[config.mk]
export PLATFORM = sky130hd
export DESIGN_NAME = product_accumulator
export DESIGN_NICKNAME = d
export VERILOG_FILES = /design/src/rtl/mult_pkg.sv /design/src/rtl/product_accumulator.sv
export SDC_FILE = /design/constraint.sdc
export NUM_CORES = 1
export LEC_CHECK = 0
export CAP_MARGIN = 20
export CORE_AREA = 2 2 52 54
export DETAILED_ROUTE_END_ITERATION = 7
export DIE_AREA = 0 0 54 56
export MAX_ROUTING_LAYER = met4
export PLACE_DENSITY_LB_ADDON = 0.08
export SLEW_MARGIN = 40
export SYNTH_ARGS = -nofsm -noshare
export SYNTH_HDL_FRONTEND = slang
export SYNTH_SLANG_ARGS = --single-unit
[constraint.sdc]
create_clock -name clk -period 2.23 [get_ports clk]
set_input_delay 0.446 -clock clk [delete_from_list [all_inputs] [get_ports clk]]
set_output_delay 0.446 -clock clk [all_outputs]
set_load 0.05 [all_outputs]
[src/rtl/mult_pkg.sv]
// Shared definitions for the 2x2 multiply-accumulate datapath.
// Contents:
//   PROD_W   - width of the multiplier product (2x2 -> 4 bits)
//   MAX_PROD - largest product the 2x2 multiplier can produce (3*3)
//   state_t  - two-state control encoding of the product accumulator
package mult_pkg;

  localparam int PROD_W   = 4;
  localparam int MAX_PROD = 9;

  typedef enum logic [0:0] {
    ACC  = 1'b0,   // collecting products
    HOLD = 1'b1    // group result pending on the output handshake
  } state_t;

endpackage : mult_pkg

[src/rtl/product_accumulator.sv]
// Product accumulator: sums groups of products arriving over a valid/ready
// handshake and presents each group sum on an output valid/ready handshake.
// A group closes after COUNT products, or early on an accepted in_last.
// Ports:
//   clk       - rising-edge clock
//   rst       - synchronous, active-high reset (discards any partial group)
//   in_valid  - in_prod/in_last valid this cycle
//   in_ready  - block accepts a product this cycle (ACC state, not in reset)
//   in_prod   - product, zero-extended when added
//   in_last   - accepted product closes the current group early
//   out_valid - group result available
//   out_ready - downstream consumes the result
//   out_sum   - group sum modulo 2^ACC_W
//   out_count - number of products in the group (1..COUNT)
//   out_ovf   - a carry out of ACC_W occurred during the group
module product_accumulator #(
  parameter int PROD_W = mult_pkg::PROD_W,
  parameter int COUNT  = 4,
  parameter int ACC_W  = 6,
  parameter int CNT_W  = 4
) (
  input  logic              clk,
  input  logic              rst,
  input  logic              in_valid,
  output logic              in_ready,
  input  logic [PROD_W-1:0] in_prod,
  input  logic              in_last,
  output logic              out_valid,
  input  logic              out_ready,
  output logic [ACC_W-1:0]  out_sum,
  output logic [CNT_W-1:0]  out_count,
  output logic              out_ovf
);

  import mult_pkg::*;

  state_t             r_state;
  logic [ACC_W-1:0]   r_acc;
  logic [CNT_W-1:0]   r_cnt;
  logic               r_ovf;
  logic               r_out_valid;
  logic [ACC_W-1:0]   r_out_sum;
  logic [CNT_W-1:0]   r_out_count;
  logic               r_out_ovf;

  state_t             w_state_nxt;
  logic [ACC_W-1:0]   w_acc_nxt;
  logic [CNT_W-1:0]   w_cnt_nxt;
  logic               w_ovf_nxt;
  logic               w_out_valid_nxt;
  logic [ACC_W-1:0]   w_out_sum_nxt;
  logic [CNT_W-1:0]   w_out_count_nxt;
  logic               w_out_ovf_nxt;

  logic               w_accept;
  logic               w_close;
  logic [ACC_W:0]     w_sum;
  logic [CNT_W-1:0]   w_cnt_inc;

  // Ready depends only on state (and reset), never on in_valid.
  assign in_ready  = (r_state == ACC) && !rst;
  assign w_accept  = in_valid && in_ready;
  // One extra bit keeps the carry out of the accumulator visible.
  assign w_sum     = {1'b0, r_acc} + (ACC_W + 1)'(in_prod);
  assign w_cnt_inc = r_cnt + {{(CNT_W-1){1'b0}}, 1'b1};
  assign w_close   = w_accept && ((r_cnt == CNT_W'(COUNT - 1)) || in_last);

  // Next-state and next-output logic for the ACC/HOLD controller.
  always_comb begin
    w_state_nxt     = r_state;
    w_acc_nxt       = r_acc;
    w_cnt_nxt       = r_cnt;
    w_ovf_nxt       = r_ovf;
    w_out_valid_nxt = r_out_valid;
    w_out_sum_nxt   = r_out_sum;
    w_out_count_nxt = r_out_count;
    w_out_ovf_nxt   = r_out_ovf;
    case (r_state)
      ACC: begin
        if (w_accept) begin
          w_acc_nxt = w_sum[ACC_W-1:0];
          w_cnt_nxt = w_cnt_inc;
          w_ovf_nxt = r_ovf | w_sum[ACC_W];
          if (w_close) begin
            w_state_nxt     = HOLD;
            w_out_valid_nxt = 1'b1;
            w_out_sum_nxt   = w_sum[ACC_W-1:0];
            w_out_count_nxt = w_cnt_inc;
            w_out_ovf_nxt   = r_ovf | w_sum[ACC_W];
          end else begin
            w_state_nxt = ACC;
          end
        end else begin
          w_state_nxt = ACC;
        end
      end
      HOLD: begin
        // Result registers stay put; only the accumulation state is cleared.
        if (out_ready) begin
          w_state_nxt     = ACC;
          w_out_valid_nxt = 1'b0;
          w_acc_nxt       = {ACC_W{1'b0}};
          w_cnt_nxt       = {CNT_W{1'b0}};
          w_ovf_nxt       = 1'b0;
        end else begin
          w_state_nxt = HOLD;
        end
      end
      default: begin
        w_state_nxt     = ACC;
        w_out_valid_nxt = 1'b0;
        w_acc_nxt       = {ACC_W{1'b0}};
        w_cnt_nxt       = {CNT_W{1'b0}};
        w_ovf_nxt       = 1'b0;
      end
    endcase
  end

  // State and result registers with synchronous reset.
  always_ff @(posedge clk) begin
    if (rst) begin
      r_state     <= ACC;
      r_acc       <= {ACC_W{1'b0}};
      r_cnt       <= {CNT_W{1'b0}};
      r_ovf       <= 1'b0;
      r_out_valid <= 1'b0;
      r_out_sum   <= {ACC_W{1'b0}};
      r_out_count <= {CNT_W{1'b0}};
      r_out_ovf   <= 1'b0;
    end else begin
      r_state     <= w_state_nxt;
      r_acc       <= w_acc_nxt;
      r_cnt       <= w_cnt_nxt;
      r_ovf       <= w_ovf_nxt;
      r_out_valid <= w_out_valid_nxt;
      r_out_sum   <= w_out_sum_nxt;
      r_out_count <= w_out_count_nxt;
      r_out_ovf   <= w_out_ovf_nxt;
    end
  end

  assign out_valid = r_out_valid;
  assign out_sum   = r_out_sum;
  assign out_count = r_out_count;
  assign out_ovf   = r_out_ovf;

endmodule : product_accumulator

## After elaboration in Yosys (flattened, before gate mapping)

Cells that the tools add are included.

- Bitwise gates (word level): 2
- Mux-type cells: 16
- Reduce and logical (&&, ||, !) cells: 8
- $add $sub $neg: 2
- Eq/ne operators: 4

Operators with widths:

| operator | number |
|---|---|
| 6-bit 2-to-1 mux | 2 |
| 6-bit case mux with 2 select lines | 1 |
| 4-bit 2-to-1 mux | 2 |
| 4-bit case mux with 2 select lines | 1 |
| 6-bit by 4-bit adder with 7-bit output | 1 |
| 1-bit 2-to-1 mux | 7 |
| 2-bit != test (second input constant) | 3 |
| 1-bit case mux with 2 select lines | 3 |
| 3-bit AND reduction | 2 |
| 4-bit by 1-bit adder with 4-bit output (second input constant) | 1 |
| 4-bit by 2-bit == test with 1-bit output (second input constant) | 1 |
| 1-bit logical AND | 3 |
| 2-bit AND reduction | 1 |
| 1-bit zero test | 1 |
| 1-bit logical OR | 1 |
| 1-bit inverter | 1 |
| 1-bit OR | 1 |

- Bits in registers: 24
- Input port bits: 9
- Logic and storage cells: 40
- Output and inout bits: 13

## Longest topological paths before layout

Gate-level depths: netlist (run 1).

- Word-level depth: 7
- Depth in mapped cells: 7
- Mapped depth without buffers: 7

## Worst setup path after synthesis (run 1)

No wires, ideal clock.

- Path type: input port to output port
- From: input rst
- To: output in_ready
- Path buffers: 2
- Data required time: 1.784 ns
- Setup slack: 0.306 ns
- Arrival: 1.478 ns
- Stages on the path: 3
- Path through: clkbuf_1 -> clkbuf_1 -> nor2_1

- Word-level cells in the longest chain between the ends: 2

RTL lines:

| item | RTL line | source |
|---|---|---|
| start: declaration | product_accumulator.sv:23 | `input logic rst,` |
| 1-bit zero test | product_accumulator.sv:61 | `assign in_ready = (r_state == ACC) && !rst;` |
| 1-bit logical AND | product_accumulator.sv:61 |  |
| end: declaration | product_accumulator.sv:25 | `output logic in_ready,` |

No other way between the ends.

## Final worst setup path (run 1)

- From: input in_prod[0]
- To: register r_acc[4]

- Word-level cells in the longest chain between the ends: 3

RTL lines:

| item | RTL line | source |
|---|---|---|
| start: declaration | product_accumulator.sv:26 | `input logic [PROD_W-1:0] in_prod,` |
| 6-bit by 4-bit adder with 7-bit output | product_accumulator.sv:64 | `assign w_sum = {1'b0, r_acc} + (ACC_W + 1)'(in_prod);` |
| 6-bit 2-to-1 mux | product_accumulator.sv:80 | `if (w_accept) begin` |
| 6-bit case mux with 2 select lines | product_accumulator.sv:78 | `case (r_state)` |
| end signal: assignment | product_accumulator.sv:123 | `r_acc <= {ACC_W{1'b0}};` |
| end signal: assignment | product_accumulator.sv:132 | `r_acc <= w_acc_nxt;` |
| end: declaration | product_accumulator.sv:38 | `logic [ACC_W-1:0] r_acc;` |

No other way between the ends. The select of a mux whose other input is x is not followed.
A chain may end at the register's enable or synchronous reset.

==> summary.md, run 1 <==
| Metric | Value |
|---|---|
| Post-Layout Inst Area | 1476 um^2 |
| Fill cells | 222 |
| Worst-path clk slew | 0.13 ns |
| Final Hold Fails | 0 |
| Mux share of post-synthesis cell area | 0.8658% |
| Vias in the first global route | 937 |
| Final Cycle Share | 89.75% |
| Cts hold-fix bufs | 0 |
| Setup ws final | 0.2286 ns |
| TritonRoute pass-1 iters | 7 |
| Placed instance area | 1454 um^2 |
| Post-CTS setup repair buffer count | 0 |
| GR Util All Layers | 18.83% |
| Starting Density | 47.53% |
| N_diodes | 0 |
| Worst setup EP type | flop |
| Area growth syn-to-layout | 27.71% |
| Routed Antenna Nets | 0 |
| Mapped Cells | 132 |
| Data required, critical path | 2.45 ns |
| RSZ-0062 raised after global routing | no |
| IO Count | 22 |
| Post-synth EDFFs | 0 |
| CTS max path bufs | 2 |
| DR WL/cell | 13.50 um |
| Fraction of registers with async set/reset | 0% |
| Ys flop type | dfxtp_1 |
| Status | completed |
| Worst stage delay on the critical path | 0.46 ns |
| Crit path launch | in_prod[0] |
| Syn_nets | 147 |
| Syn Area/Cell | 8.758 um^2 |
| Via Count | 1031 |
| Final GP Congestion | 0.8268 |
| WS Path Type | in -> reg |
| Hold WC Path Type | reg -> reg |
| Die height | 56 um |
| Crit path launch type | input port |
| # rows | 18 |
| Share of cells above drive strength 1 | 10.69% |
| Initial drt markers | 33 |
| Drt drc | 0 |
| Final non-filler cell total | 189 |
| Worst Path Max Fanout | 5 |
| CTS buffer count | 3 |
| Sequential element share of the synthesized area | 41.56% |
| Synth Area in Adders | 7.143% |
| Final slew viol count | 0 |
| DP HPWL | 1.910 mm |
| Register-to-register setup slack | 0.33 ns |
| Syn Std Cell Area | 1156 um^2 |
| Fraction of the mapped netlist area in simple logic gates | 19.81% |
| Leakage | 0.5766 nW |
| Core ar. | 2432 um^2 |
| Most frequent CP cell | a21oi_1 |
| Origin of the critical flop-to-flop path | r_cnt[0] |
| Fin Hold WS | 0.4707 ns |
| PortBufs | 21 |
| Max Cap Viol | 0 |
| Final Util | 60.70% |
| CP Data Arrival Time | 2.22 ns |
| Fmax | 499.7 MHz |
| Die ar. | 3024 um^2 |
| Synth warn | 0 |
| VDD IR max | 384.2 uV |
| CP endpoint | r_acc[4] |
| CTS Sinks | 24 |
| Vias/cell | 5.455 |
| Slew HR | 66.76% |
| Library cells used by synthesis | 39 |
| Die W | 54 um |
| CTS resizes | 0 |
| Final total negative setup slack | 0 ns |
| Worst-Skew Late Latency | 0.30 ns |
| Worst Reg-to-Reg Cells | 6 |
| Multi-input logic area | 621.8 um^2 |
| Final worst path period need | 2.001 ns |
| Yosys reg bits | 24 |
| Measured slew at the worst slew-check pin | 0.4971 ns |
| Register area | 480.5 um^2 |
| Pwr/cell area | 622.0 nW/um^2 |
| Final WL | 2.552 mm |
| CTS root buffer | clkbuf_4 |
| XOR/XNOR Fraction of Synth Area | 3.788% |
| Clk_skew | 0.004564 ns |
| Pin count of the biggest net entering global routing | 17 |
| Final global-route overflow total | 0 |
| Synth Area in Compound Gates | 22.19% |
| Hold path cells | 2 |
| Post-Place Worst Slack | -0.08663 ns |
| Worst r2r dst | out_sum[5] |
| Cells after DPL | 186 |
| Worst path slowest cell | clkdlybuf4s50_1 |
| Pwr Total | 0.9184 mW |
| CTS tree | done |
| Global-route wire length before repair | 4.202 mm |
| Final setup fails | 0 |
| Antenna violations before repair | 0 |
| Critical path cell sequence | clkdlybuf4s50_1 -> ha_1 -> inv_1 -> fa_1 -> nand2b_1 -> a21oi_1 -> buf_4 -> a21oi_1 -> a311oi_1 |
| Max H-tree Level | 1 |
| Final #Nets | 176 |
| Largest family of logic cells by synthesized area | compound AO/OA/AOI/OAI gates |
Yosys cell counts, types with 2 or more instances:
library cell | number | share of area (%)
dfxtp_1 | 24 | 42
nor2_1 | 16 | 5.2
a22oi_1 | 4 | 2.6
nand2_1 | 11 | 3.6
nand3b_1 | 2 | 1.3
nand2b_1 | 4 | 2.2
a21o_1 | 3 | 1.9
nor3_1 | 3 | 1.3
a21oi_1 | 14 | 6.1
a311oi_1 | 3 | 2.3
clkbuf_1 | 5 | 1.6
a211oi_1 | 4 | 2.6
ha_1 | 5 | 5.4
o21ai_0 | 2 | 0.87
xnor2_1 | 4 | 3.0
inv_1 | 5 | 1.6
placed cells by master (no fill, tap or decap), types with 4 or more instances in the layout:
cell and instances:
dfxtp_1 24, clkdlybuf4s50_1 20, nor2_1 16, a21oi_1 14
nand2_1 11, buf_4 10, inv_1 5, ha_1 5
nand2b_1 4, xnor2_1 4, a22oi_1 4, a211oi_1 4
final cells by class:
cell class | count | share of cell area (%)
tap | 30 | 2.542
inverter | 5 | 1.271
multi-input combinational | 96 | 42.12
timing repair buffer | 31 | 20.00
sequential | 24 | 32.54
clock buffer | 3 | 1.525
logic make-up after synthesis:
logic type      Yosys count
xor+xnor                  5
buf+inv                  12
mux                       1
flops                    24
simple gates             46
fa+ha+maj                 6
compound gates           38
state kept, by name, summed over array words and instances, names as in the netlist:
name,flops
out_ovf,1
r_cnt,4
out_count,4
r_state,1
r_acc,6
out_valid,1
r_ovf,1
out_sum,6
critical path, delay by kind of cell:
family | cells | cell delay [ns]
AO/OA/AOI/OAI | 3 | 0.40
adder cells (fa/ha/maj) | 2 | 0.54
buffers and inverters | 3 | 0.67
AND/OR/NAND/NOR | 1 | 0.16
worst min-delay path by stage:
stage / startpoint / end / slack (ns)
after global routing: out_sum[2] / out_sum[2] / 0.49
after global placement: out_valid / out_valid / 0.44
after floorplan: r_ovf / r_ovf / 0.44
final: out_sum[0] / out_sum[0] / 0.47
after detailed placement: out_sum[2] / out_sum[2] / 0.45
after CTS: out_sum[2] / out_sum[2] / 0.47
metal layers:
layer	global-route usage (%)	part of all wire, %	up-vias
li1	-	-	524
met1	25.50	48	481
met2	28.92	47	22
met3	2.688	3.9	4
met4	5.357	1.1	0
met5	-	0	-
power by group:
group / internal [mW] / total, mW / switching (mW)
clock: 0.0629 / 0.183 / 0.120
combinational: 0.110 / 0.259 / 0.149
sequential: 0.456 / 0.477 / 0.0202
total: 0.629 / 0.918 / 0.289
(Power assumes the default switching activity.)
==> run 2: changes to the inputs <==
--- a/config.mk
+++ b/config.mk
@@ -11,6 +11,7 @@
 export DIE_AREA = 0 0 54 56
 export MAX_ROUTING_LAYER = met4
 export PLACE_DENSITY_LB_ADDON = 0.08
+export SETUP_SLACK_MARGIN = 0.05
 export SLEW_MARGIN = 40
 export SYNTH_ARGS = -nofsm -noshare
 export SYNTH_HDL_FRONTEND = slang
==> results of run 2 <==
Final layout, timing and power as in run 1 (identical DEF).
